`src/rtl/spatial_position_integrator_if.sv`:
```
// Bundled tick/mode/data bus for spatial_position_integrator.
// Optional acceleration signals are present only when POS_ACCEL_EN is defined.
interface spatial_position_integrator_if #(
  parameter int unsigned AXES  = 3,
  parameter int unsigned POS_W = 16,
  parameter int unsigned VEL_W = 8
);
  logic                    tick;
  logic [2*AXES-1:0]       mode;
  logic [POS_W*AXES-1:0]   load_val;
  logic [VEL_W*AXES-1:0]   vel_in;
  logic [AXES-1:0]         vel_we;
  logic [AXES-1:0]         flag_clr;
`ifdef POS_ACCEL_EN
  logic [VEL_W*AXES-1:0]   accel_in;
  logic [AXES-1:0]         accel_en;
`endif
  logic [POS_W*AXES-1:0]   pos;
  logic [VEL_W*AXES-1:0]   vel;
  logic [AXES-1:0]         sat_flag;
  logic                    pos_valid;

`ifdef POS_ACCEL_EN
  modport master (
    output tick, mode, load_val, vel_in, vel_we, flag_clr, accel_in, accel_en,
    input  pos, vel, sat_flag, pos_valid
  );
  modport slave (
    input  tick, mode, load_val, vel_in, vel_we, flag_clr, accel_in, accel_en,
    output pos, vel, sat_flag, pos_valid
  );
`else
  modport master (
    output tick, mode, load_val, vel_in, vel_we, flag_clr,
    input  pos, vel, sat_flag, pos_valid
  );
  modport slave (
    input  tick, mode, load_val, vel_in, vel_we, flag_clr,
    output pos, vel, sat_flag, pos_valid
  );
`endif
endinterface

```
`src/rtl/spatial_position_integrator.sv`:
```
// N-axis saturating position integrator with latched velocities and sticky saturation flags.
// Define POS_ACCEL_EN to add per-axis saturating velocity acceleration on each tick.
module spatial_position_integrator #(
  parameter int unsigned AXES  = 3,
  parameter int unsigned POS_W = 16,
  parameter int unsigned VEL_W = 8
) (
  input  logic                          clk,
  input  logic                          rst_n,
  spatial_position_integrator_if.slave  bus
);

  typedef enum logic [1:0] {
    MODE_HOLD  = 2'b00,
    MODE_LOAD  = 2'b01,
    MODE_INTEG = 2'b10,
    MODE_ZERO  = 2'b11
  } mode_e;

  localparam logic signed [POS_W-1:0] POS_MAX = {1'b0, {(POS_W-1){1'b1}}};
  localparam logic signed [POS_W-1:0] POS_MIN = {1'b1, {(POS_W-1){1'b0}}};

  logic signed [POS_W-1:0] r_pos [AXES];
  logic signed [VEL_W-1:0] r_vel [AXES];
  logic [AXES-1:0]         r_sat;
  logic                    r_pos_valid;

  mode_e                   w_mode    [AXES];
  logic signed [POS_W:0]   w_psum    [AXES];
  logic signed [POS_W-1:0] w_pos_nxt [AXES];
  logic [AXES-1:0]         w_pos_ovf;
  logic [AXES-1:0]         w_sat_set;

`ifdef POS_ACCEL_EN
  localparam logic signed [VEL_W-1:0] VEL_MAX = {1'b0, {(VEL_W-1){1'b1}}};
  localparam logic signed [VEL_W-1:0] VEL_MIN = {1'b1, {(VEL_W-1){1'b0}}};

  logic signed [VEL_W:0]   w_vsum    [AXES];
  logic signed [VEL_W-1:0] w_vel_nxt [AXES];
  logic [AXES-1:0]         w_vel_ovf;
  logic [AXES-1:0]         w_acc_go;
`endif

  // Sums are formed one bit wider than the operand so overflow shows as a sign/MSB disagreement.
  always_comb begin
    w_pos_ovf = '0;
    w_sat_set = '0;
    for (int unsigned a = 0; a < AXES; a++) begin
      w_mode[a]    = mode_e'(bus.mode[2*a +: 2]);
      w_psum[a]    = {r_pos[a][POS_W-1], r_pos[a]}
                   + {{(POS_W+1-VEL_W){r_vel[a][VEL_W-1]}}, r_vel[a]};
      w_pos_nxt[a] = r_pos[a];
      case (w_mode[a])
        MODE_HOLD:  w_pos_nxt[a] = r_pos[a];
        MODE_LOAD:  w_pos_nxt[a] = bus.load_val[POS_W*a +: POS_W];
        MODE_INTEG: begin
          if (w_psum[a][POS_W] != w_psum[a][POS_W-1]) begin
            w_pos_ovf[a] = 1'b1;
            w_pos_nxt[a] = w_psum[a][POS_W] ? POS_MIN : POS_MAX;
          end else begin
            w_pos_nxt[a] = w_psum[a][POS_W-1:0];
          end
        end
        MODE_ZERO:  w_pos_nxt[a] = '0;
      endcase
      w_sat_set[a] = bus.tick & w_pos_ovf[a];
    end
  end

`ifdef POS_ACCEL_EN
  always_comb begin
    w_vel_ovf = '0;
    w_acc_go  = '0;
    for (int unsigned a = 0; a < AXES; a++) begin
      w_acc_go[a]  = bus.tick & bus.accel_en[a] & ~bus.vel_we[a];
      w_vsum[a]    = {r_vel[a][VEL_W-1], r_vel[a]}
                   + {bus.accel_in[VEL_W*a+VEL_W-1], bus.accel_in[VEL_W*a +: VEL_W]};
      w_vel_nxt[a] = w_vsum[a][VEL_W-1:0];
      if (w_vsum[a][VEL_W] != w_vsum[a][VEL_W-1]) begin
        w_vel_ovf[a] = 1'b1;
        w_vel_nxt[a] = w_vsum[a][VEL_W] ? VEL_MIN : VEL_MAX;
      end
    end
  end
`endif

  // Integration reads r_vel before this edge's write, so a coincident vel_we applies on the next tick.
  always_ff @(posedge clk) begin
    if (!rst_n) begin
      for (int unsigned a = 0; a < AXES; a++) begin
        r_pos[a] <= '0;
        r_vel[a] <= '0;
      end
      r_sat       <= '0;
      r_pos_valid <= 1'b0;
    end else begin
      r_pos_valid <= bus.tick;
      for (int unsigned a = 0; a < AXES; a++) begin
        if (bus.vel_we[a]) begin
          r_vel[a] <= bus.vel_in[VEL_W*a +: VEL_W];
`ifdef POS_ACCEL_EN
        end else if (w_acc_go[a]) begin
          r_vel[a] <= w_vel_nxt[a];
`endif
        end
        if (bus.tick) begin
          r_pos[a] <= w_pos_nxt[a];
        end
`ifdef POS_ACCEL_EN
        if (w_sat_set[a] || (w_acc_go[a] && w_vel_ovf[a])) begin
`else
        if (w_sat_set[a]) begin
`endif
          r_sat[a] <= 1'b1;
        end else if (bus.flag_clr[a]) begin
          r_sat[a] <= 1'b0;
        end
      end
    end
  end

  for (genvar g = 0; g < AXES; g++) begin : g_out
    assign bus.pos[POS_W*g +: POS_W] = r_pos[g];
    assign bus.vel[VEL_W*g +: VEL_W] = r_vel[g];
  end

  assign bus.sat_flag  = r_sat;
  assign bus.pos_valid = r_pos_valid;

endmodule

```
`src/flat_wrapper.sv`:
```
// flat-port wrapper written by rule: the top's interface ports become plain ports
module spatial_position_integrator_flat 
#(
  parameter int unsigned AXES  = 3,
  parameter int unsigned POS_W = 16,
  parameter int unsigned VEL_W = 8
)
  (clk, rst_n, bus_tick, bus_mode, bus_load_val, bus_vel_in, bus_vel_we, bus_flag_clr, bus_pos, bus_vel, bus_sat_flag, bus_pos_valid);
  spatial_position_integrator_if #(.AXES(AXES), .POS_W(POS_W), .VEL_W(VEL_W)) bus_i ();
  input  logic clk;
  input  logic rst_n;
  input wire logic [$bits(bus_i.tick)-1:0] bus_tick;
  input wire logic [$bits(bus_i.mode)-1:0] bus_mode;
  input wire logic [$bits(bus_i.load_val)-1:0] bus_load_val;
  input wire logic [$bits(bus_i.vel_in)-1:0] bus_vel_in;
  input wire logic [$bits(bus_i.vel_we)-1:0] bus_vel_we;
  input wire logic [$bits(bus_i.flag_clr)-1:0] bus_flag_clr;
  output wire logic [$bits(bus_i.pos)-1:0] bus_pos;
  output wire logic [$bits(bus_i.vel)-1:0] bus_vel;
  output wire logic [$bits(bus_i.sat_flag)-1:0] bus_sat_flag;
  output wire logic [$bits(bus_i.pos_valid)-1:0] bus_pos_valid;
  assign bus_i.tick = bus_tick;
  assign bus_i.mode = bus_mode;
  assign bus_i.load_val = bus_load_val;
  assign bus_i.vel_in = bus_vel_in;
  assign bus_i.vel_we = bus_vel_we;
  assign bus_i.flag_clr = bus_flag_clr;
  assign bus_pos = bus_i.pos;
  assign bus_vel = bus_i.vel;
  assign bus_sat_flag = bus_i.sat_flag;
  assign bus_pos_valid = bus_i.pos_valid;
  spatial_position_integrator #(.AXES(AXES), .POS_W(POS_W), .VEL_W(VEL_W)) u_core (.clk(clk), .rst_n(rst_n), .bus(bus_i));
endmodule
```
`config.mk`:
```
export PLATFORM = sky130hd
export DESIGN_NAME = spatial_position_integrator_flat
export DESIGN_NICKNAME = d
export VERILOG_FILES = /design/src/rtl/spatial_position_integrator_if.sv /design/src/rtl/spatial_position_integrator.sv /design/src/flat_wrapper.sv
export SDC_FILE = /design/constraint.sdc
export NUM_CORES = 1
export LEC_CHECK = 0
export CAP_MARGIN = 10
export CORE_ASPECT_RATIO = 0.9
export CORE_MARGIN = 10
export CORE_UTILIZATION = 30
export DETAILED_ROUTE_END_ITERATION = 12
export PLACE_DENSITY = 0.65
export SLEW_MARGIN = 20
export SYNTH_ARGS = -nofsm -noshare
export SYNTH_HDL_FRONTEND = slang
export SYNTH_SLANG_ARGS = --single-unit
```
`constraint.sdc`:
```
create_clock -name clk -period 3.9 [get_ports clk]
set_input_delay 0.39 -clock clk [delete_from_list [all_inputs] [get_ports clk]]
set_output_delay 0.39 -clock clk [all_outputs]
set_load 0.005 [all_outputs]
```
After elaboration in Yosys (flattened, before gate mapping). Memories as Yosys holds them, arrays and structs flattened. Index checks and enable logic that the tools add are counted.

Word-level logic and storage cells: 76. Bits in writable memories: 72. Memories: 2. Output and inout bits: 76. Bits of input ports: 87. Register bits: 4.

Bitwise operators: 9. Reduce and logical (&&, ||, !) cells: 6. Eq/ne operators: 12. $add $sub $neg: 3. Mux-type cells: 40.

Memory list: u_core.r_pos (words 3, width 16, read ports 3, clocked after memory_dff 0, write ports 3, RTL line spatial_position_integrator.sv:23) `logic signed [POS_W-1:0] r_pos [AXES];`; u_core.r_vel (words 3, width 8, read ports 3, clocked after memory_dff 0, write ports 3, RTL line spatial_position_integrator.sv:24) `logic signed [VEL_W-1:0] r_vel [AXES];`.

Operators by type and width (number): $pmux W16 S4 (3); $mux W16 (9); $add A16 B8 Y17 (3); $mux W1 (25); $mux W8 (3); $eq A2 B2 Y1 const B (6); $eq A2 B1 Y1 const B (3); $logic_not A2 Y1 (3); $or A1 B1 Y1 (6); $reduce_bool A2 Y1 (3); $and A1 B1 Y1 (3); $ne A1 B1 Y1 (3).

Depth between registers and ports, before layout. Gate-level depths: netlist (run 1).

Depth in word-level cells: 6. Mapped depth: 11. Mapped depth without buffers: 9.

Worst setup path before layout (run 1). No wires, ideal clock.

Kind: reg-to-reg. Start point: memory u_core.r_vel[2][7] (netlist: u_core.r_vel[0][23]). End point: memory u_core.r_pos[2][10] (netlist: u_core.r_pos[0][42]) (data pin). Arrival time: 2.614 ns. Setup slack: 1.025 ns. Path buffers: 2. Required time: 3.639 ns. Cell stages (with the launch flop): 11. Cells stage by stage: edfxtp_1 -> ha_1 -> a21o_1 -> a21o_1 -> a211oi_2 -> a21oi_2 -> or4_1 -> and3_1 -> buf_2 -> buf_6 -> a221o_1.

RTL lines (RTL line): from (decl) (spatial_position_integrator.sv:24); to (decl) (spatial_position_integrator.sv:23).

==> impl_results.md, run 1 <==
- Status: finished clean
- Slew @ Worst Pin: 1.161 ns
- Synth cell types: 73
- Yosys Warn Count: 0
- # fillers: 1824
- H-tree Lvls: 3
- Synth Instances: 547
- Clock Skews: 0.007091 ns
- Primary FF master, synth: edfxtp_1
- Max-cap viol count: 0
- WL final: 17980 um
- DRT iter0 DRCs: 321
- Final net count: 848
- Vias in the first global route: 4930
- Postcts setup bufs: 0
- Setup repair after global routing missed its margin: no
- Remaining DRCs: 0
- Die Y: 150.2 um
- Fin. Hold Viols: 0
- Starting Density: 0.3059
- CP delay by family, top: compound AO/OA/AOI/OAI gates
- PortBufs: 162
- Setup TNS: 0 ns
- CP Depth: 8
- Post-Syn Nets: 685
- DR WL/cell: 18.70 um
- Pwr dens: 355.9 nW/um2
- Critical path arrival: 3.52 ns
- Synth Area per Inst: 10.33 um2
- Max Freq: 0.3009 GHz
- Clk root buf: clkbuf_16
- Rel. slew slack: 0.2221
- CTS sink cnt: 76
- Synthesized flop and latch total: 76
- Cts hold-fix bufs: 0
- GP Congestion: 0.9125
- Critical path's slowest cell: nor3_2
- Layout cells sized above 1: 0.04476
- Largest net degree at the start of global routing: 25
- Number of placed I/O pins: 163
- WP data required: 4.10 ns
- Worst reg2reg path depth: 8
- Global-route wire length before repair: 27430 um
- CP max stage delay: 0.88 ns
- Post-cts repair resize count: 0
- Dpl hpwl: 14090 um
- CP Buf/Inv Count: 0
- TritonCTS buffer count: 9
- Site row count: 47
- FF-to-FF setup slack: 0.58 ns
- GRT overflow: 0
- Peak fanout along the critical path: 15
- Clock-pin slew on the worst setup and hold paths: 0.06 ns
- Antenna violations before repair: 1
- Clock Path Buffers: 2
- Gr usage total: 0.1410
- HP Class: register to register
- Worst Hold Depth: 2
- Fin crit period: 3.323 ns
- Crit-path cells: ha_1 > a21o_1 > a21o_1 > a221o_1 > a41o_1 > mux2i_1 > nor3_2 > a221o_1
- Startpoint Class: register
- Critical path type: register to register
- Number of enable flip-flop cells after synthesis: 72
- Critical Path Sink Type: register
- Cell Area, Synth: 5648 um2
- Die area: 24720 um2
- Final worst-path cycle share: 0.8521
- Layout area overhead: 37.77%
- Core Region: 18470 um2
- Placed cells: 944
- Post-DR vias/cell: 5.179
- CTS tree: done
- Ys async rst share: 0
- DR vias: 4977
- Antenna Nets Post-Route: 0
- Die Wd: 164.6 um
- Peak VDD IR: 0.1761 mV
- Finished Layout Cells: 961
- Cell leakage power: 0.003138 uW
- Register area share after synthesis: 0.3970
- Setup Viol. Count Final: 0
- 1st-pass router iterations: 4
- Slew Limit Fails: 0
- Worst skew pair latency: 0.33 ns
## worst paths after layout
| check | from | end |
|---|---|---|
| min reg2reg | u_core.bus.sat_flag[2] | u_core.bus.sat_flag[2] |
| max | u_core.r_vel[0][15] | u_core.r_pos[0][18] |
| max reg2reg | u_core.r_vel[0][15] | u_core.r_pos[0][18] |
| min | u_core.bus.sat_flag[2] | u_core.bus.sat_flag[2] |
## worst register-to-register path, stage by stage, from the launching register on
cell	delay [ns]
edfxtp_1	0.58
ha_1	0.42
a21o_1	0.17
a21o_1	0.17
a221o_1	0.29
a41o_1	0.29
mux2i_1	0.16
nor3_2	0.88
a221o_1	0.23
## layout make-up
cell class / count / area (um2) / share of cell area
timing repair buffer: 165 / 1644 / 0.2113
multi-input combinational: 440 / 3264 / 0.4195
inverter: 18 / 67.56 / 0.008683
clock inverter: 3 / 13.76 / 0.001769
antenna: 1 / 2.502 / 0.0003216
clock buffer: 13 / 240.2 / 0.03087
tap: 245 / 306.5 / 0.03940
sequential: 76 / 2242 / 0.2881
## per-stage QoR
stage                     setup slack, ns  total power, uW  hold slack (ns)  instance area (um2)  utilization
after floorplan                     1.025             1630           0.4542                 5648            -
after global placement             0.6824             2016           0.4516                 7522       0.4074
after detailed placement           0.6358             2021           0.4593                 7525       0.4075
after CTS                          0.6123             2802           0.4682                 7779       0.4213
after global routing               0.4074             2935           0.4740                 7781       0.4214
final                              0.5768             2769           0.4650                 7781       0.4214
## state kept, by name, indices dropped and copies added (netlist names)
register	flops
u_core.bus.pos_valid	1
u_core.bus.sat_flag	3
u_core.r_pos	48
u_core.r_vel	24
## metal layers
metal / part of all wire / GRT usage
met1: 0.46 / 0.1808
met2: 0.46 / 0.2240
met3: 0.066 / 0.04586
met4: 0.012 / 0.03628
met5: 0 / 0
## cells by family after synthesis
group	after synthesis	synth area share
compound gates	184	0.2481
xor+xnor	39	0.06048
fa+ha+maj	51	0.1170
buf+inv	31	0.02547
flops	76	0.3970
mux	3	0.005317
simple gates	163	0.1467
## synthesized netlist by cell type (4+ instances only)
master	number	area, um2
o21a_1	4	30.03
xor2_1	17	148.9
nand2_1	40	150.1
a21o_1	17	127.6
a21oi_1	30	150.1
xnor2_1	22	192.7
edfxtp_1	72	2162
nor3_1	7	35.03
ha_1	48	600.6
dfxtp_1	4	80.08
and2_1	28	175.2
o21ai_0	24	120.1
nand2b_1	8	50.05
a221o_1	39	390.4
nor2_1	36	135.1
nand3_1	12	60.06
a31oi_1	7	43.79
o21ai_1	4	20.02
clkbuf_1	8	30.03
o22ai_1	4	25.02
inv_1	16	60.06
nor2b_1	7	43.79
o21bai_1	6	45.04
or3_1	6	37.54
a211oi_1	4	30.03
and3_1	7	43.79
o211ai_1	7	52.55
## report_power, final
part / internal, uW / switching (uW)
Sequential: 983 / 62.0
Combinational: 492 / 472
Clock: 428 / 332
Total: 1900 / 866
## cells in the final DEF (no fill, tap or decap), types with 7 or more instances in the layout
master / synthesis / layout
a221o_1: 39 / 39
o211ai_1: 7 / 7
o21ai_0: 24 / 24
clkbuf_16: 0 / 9
clkdlybuf4s50_1: 0 / 162
nand2_1: 40 / 40
and2_1: 28 / 28
xor2_1: 17 / 17
ha_1: 48 / 48
nand3_1: 12 / 12
inv_1: 16 / 16
nor2b_1: 7 / 7
a21oi_1: 30 / 30
a21o_1: 17 / 17
a31oi_1: 7 / 7
nor3_1: 7 / 7
nor2_1: 36 / 35
xnor2_1: 22 / 22
and3_1: 7 / 7
nand2b_1: 8 / 8
edfxtp_1: 72 / 72
Note: power is estimated with default switching activity, not from simulation.
==> inputs of run 2 (changes only) <==
--- a/config.mk
+++ b/config.mk
@@ -11,6 +11,7 @@
 export CORE_UTILIZATION = 30
 export DETAILED_ROUTE_END_ITERATION = 12
 export PLACE_DENSITY = 0.65
+export REMOVE_ABC_BUFFERS = 1
 export SLEW_MARGIN = 20
 export SYNTH_ARGS = -nofsm -noshare
 export SYNTH_HDL_FRONTEND = slang
==> constraint.sdc (replaced) <==
create_clock -name clk -period 3.9 [get_ports clk]
set_input_delay 0.78 -clock clk [delete_from_list [all_inputs] [get_ports clk]]
set_output_delay 0.78 -clock clk [all_outputs]
set_load 0.005 [all_outputs]
==> run 2 against run 1 <==
Compared with the run above:
- sequential share of layout area down 0.28 points
- critical path type unchanged
- via count grew 1.8%
- largest cell class unchanged
- sequential power about the same
==> impl_results.md, run 2 (synthesis gave the netlist of run 1 again) <==
- 1st-pass router iterations: 5
- Clock Path Buffers: 2
- Setup TNS: 0 ns
- Critical Path Sink Type: register
- Largest net degree at the start of global routing: 25
- Crit-path cells: ha_1 > fa_1 > a211oi_1 > o21bai_1 > a211o_1 > a21oi_2 > o21ai_1 > o41a_1 > a221o_1
- Starting Density: 0.3059
- Dpl hpwl: 13950 um
- Number of placed I/O pins: 163
- Die Y: 150.2 um
- Footprint of the multi-input gates: 3273 um2
- Max Freq: 0.3056 GHz
- Final worst-path cycle share: 0.8390
- Layout area overhead: 39.12%
- CTS sink cnt: 76
- Critical path type: register to register
- Setup repair after global routing missed its margin: no
- Setup Viol. Count Final: 0
- Postcts setup bufs: 0
- Critical path's slowest cell: edfxtp_1
- Layout cells sized above 1: 0.05035
- Max-cap viol count: 0
- Commonest non-fill, non-tap cell in the layout: clkdlybuf4s50_1
- WL final: 17990 um
- DR WL/cell: 18.66 um
- TritonCTS buffer count: 9
- Clk root buf: clkbuf_16
- Clock-pin slew on the worst setup and hold paths: 0.06 ns
- Die area: 24720 um2
- WP data required: 4.00 ns
- Pwr dens: 372.0 nW/um2
- GP Congestion: 0.8591
- Slew Limit Fails: 0
- Startpoint Class: register
- Cts hold-fix bufs: 0
- Critical path startpoint: u_core.r_vel[0][8]
- Status: finished clean
- Post-cts repair resize count: 0
- Register Area: 2242 um2
- PortBufs: 162
- Vias in the first global route: 5100
- GRT overflow: 0
- Worst skew pair latency: 0.35 ns
- # fillers: 1825
- DRT iter0 DRCs: 324
- Die Wd: 164.6 um
- Biggest register: u_core.r_pos
- Global-route wire length before repair: 27700 um
- Slew @ Worst Pin: 0.8947 ns
- Critical path arrival: 3.37 ns
- Fin. Hold Viols: 0
- Antenna violations before repair: 2
- Most frequent cells in the layout: clkdlybuf4s50_1, edfxtp_1, ha_1, nand2_1, a221o_1
- Fin crit period: 3.272 ns
- Clock Skews: 0.006828 ns
- FF-to-FF Start: u_core.r_vel[0][8]
- Peak VDD IR: 0.2027 mV
- Site row count: 47
- Gr usage total: 0.1422
- CP max stage delay: 0.43 ns
- Cell leakage power: 0.003169 uW
- Total power: 2923 uW
- Max reg flops: 48
- H-tree Lvls: 3
- Min-Delay Startpoint: u_core.bus.sat_flag[2]
- Antenna Nets Post-Route: 0
- Post-DR vias/cell: 5.257
- Core Region: 18470 um2
- Remaining DRCs: 0
- DR vias: 5068
- CTS tree: done
- Rel. slew slack: 0.4035
- Final net count: 849
- HP Class: register to register
- Peak fanout along the critical path: 3
run 2: worst paths after layout:
| kind | slack (ns) | end | cells after the start |
|---|---|---|---|
| worst min register to register | 0.46 | u_core.bus.sat_flag[2] | 2 |
| worst max register to register | 0.63 | u_core.r_pos[0][30] | 9 |
| worst max-delay path | 0.63 | u_core.r_pos[0][30] | 9 |
| worst min-delay path | 0.46 | u_core.bus.sat_flag[2] | 2 |
run 2: cell type report:
class                           instances  area share
Multi-Input combinational cell        440      0.4166
Sequential cell                        76      0.2854
Inverter                               18    0.008599
Timing Repair Buffer                  166      0.2102
Tap cell                              245     0.03901
Clock buffer                           10     0.02914
Clock inverter                          5    0.009873
Antenna cell                            4    0.001274
run 2: per-layer routing:
layer  track usage  up-vias  part of all wire
li1              -     2475                 -
met1        0.1876     2357              0.47
met2        0.2020      214              0.39
met3       0.06798       22              0.12
met4       0.04027        0             0.016
met5             0        -                 0
run 2: worst max-delay path: cells and delay by family (launching register included):
kind	cells	cell delay [ns]
compound gates	7	1.91
flops	1	0.43
fa+ha+maj	2	0.67
run 2: where the power goes:
| part | switching, uW | internal (uW) | leakage [uW] |
|---|---|---|---|
| clock network | 347 | 555 | 0.000150 |
| registers | 64.8 | 983 | 0.000808 |
| logic | 479 | 494 | 0.00221 |
run 2: per-stage QoR:
step | hold WS (ns) | util | area [um2] | std cells | setup slack [ns]
5_1_grt | 0.4995 | 0.4250 | 7848 | 960 | 0.4955
3_5_place_dp | 0.4511 | 0.4078 | 7530 | 945 | 0.5297
3_3_place_gp | 0.4482 | 0.4078 | 7530 | 945 | 0.6957
2_1_floorplan | 0.4542 | - | 5572 | 534 | 1.033
6_report | 0.4555 | 0.4255 | 7858 | 964 | 0.6278
4_1_cts | 0.4594 | 0.4244 | 7836 | 960 | 0.4951
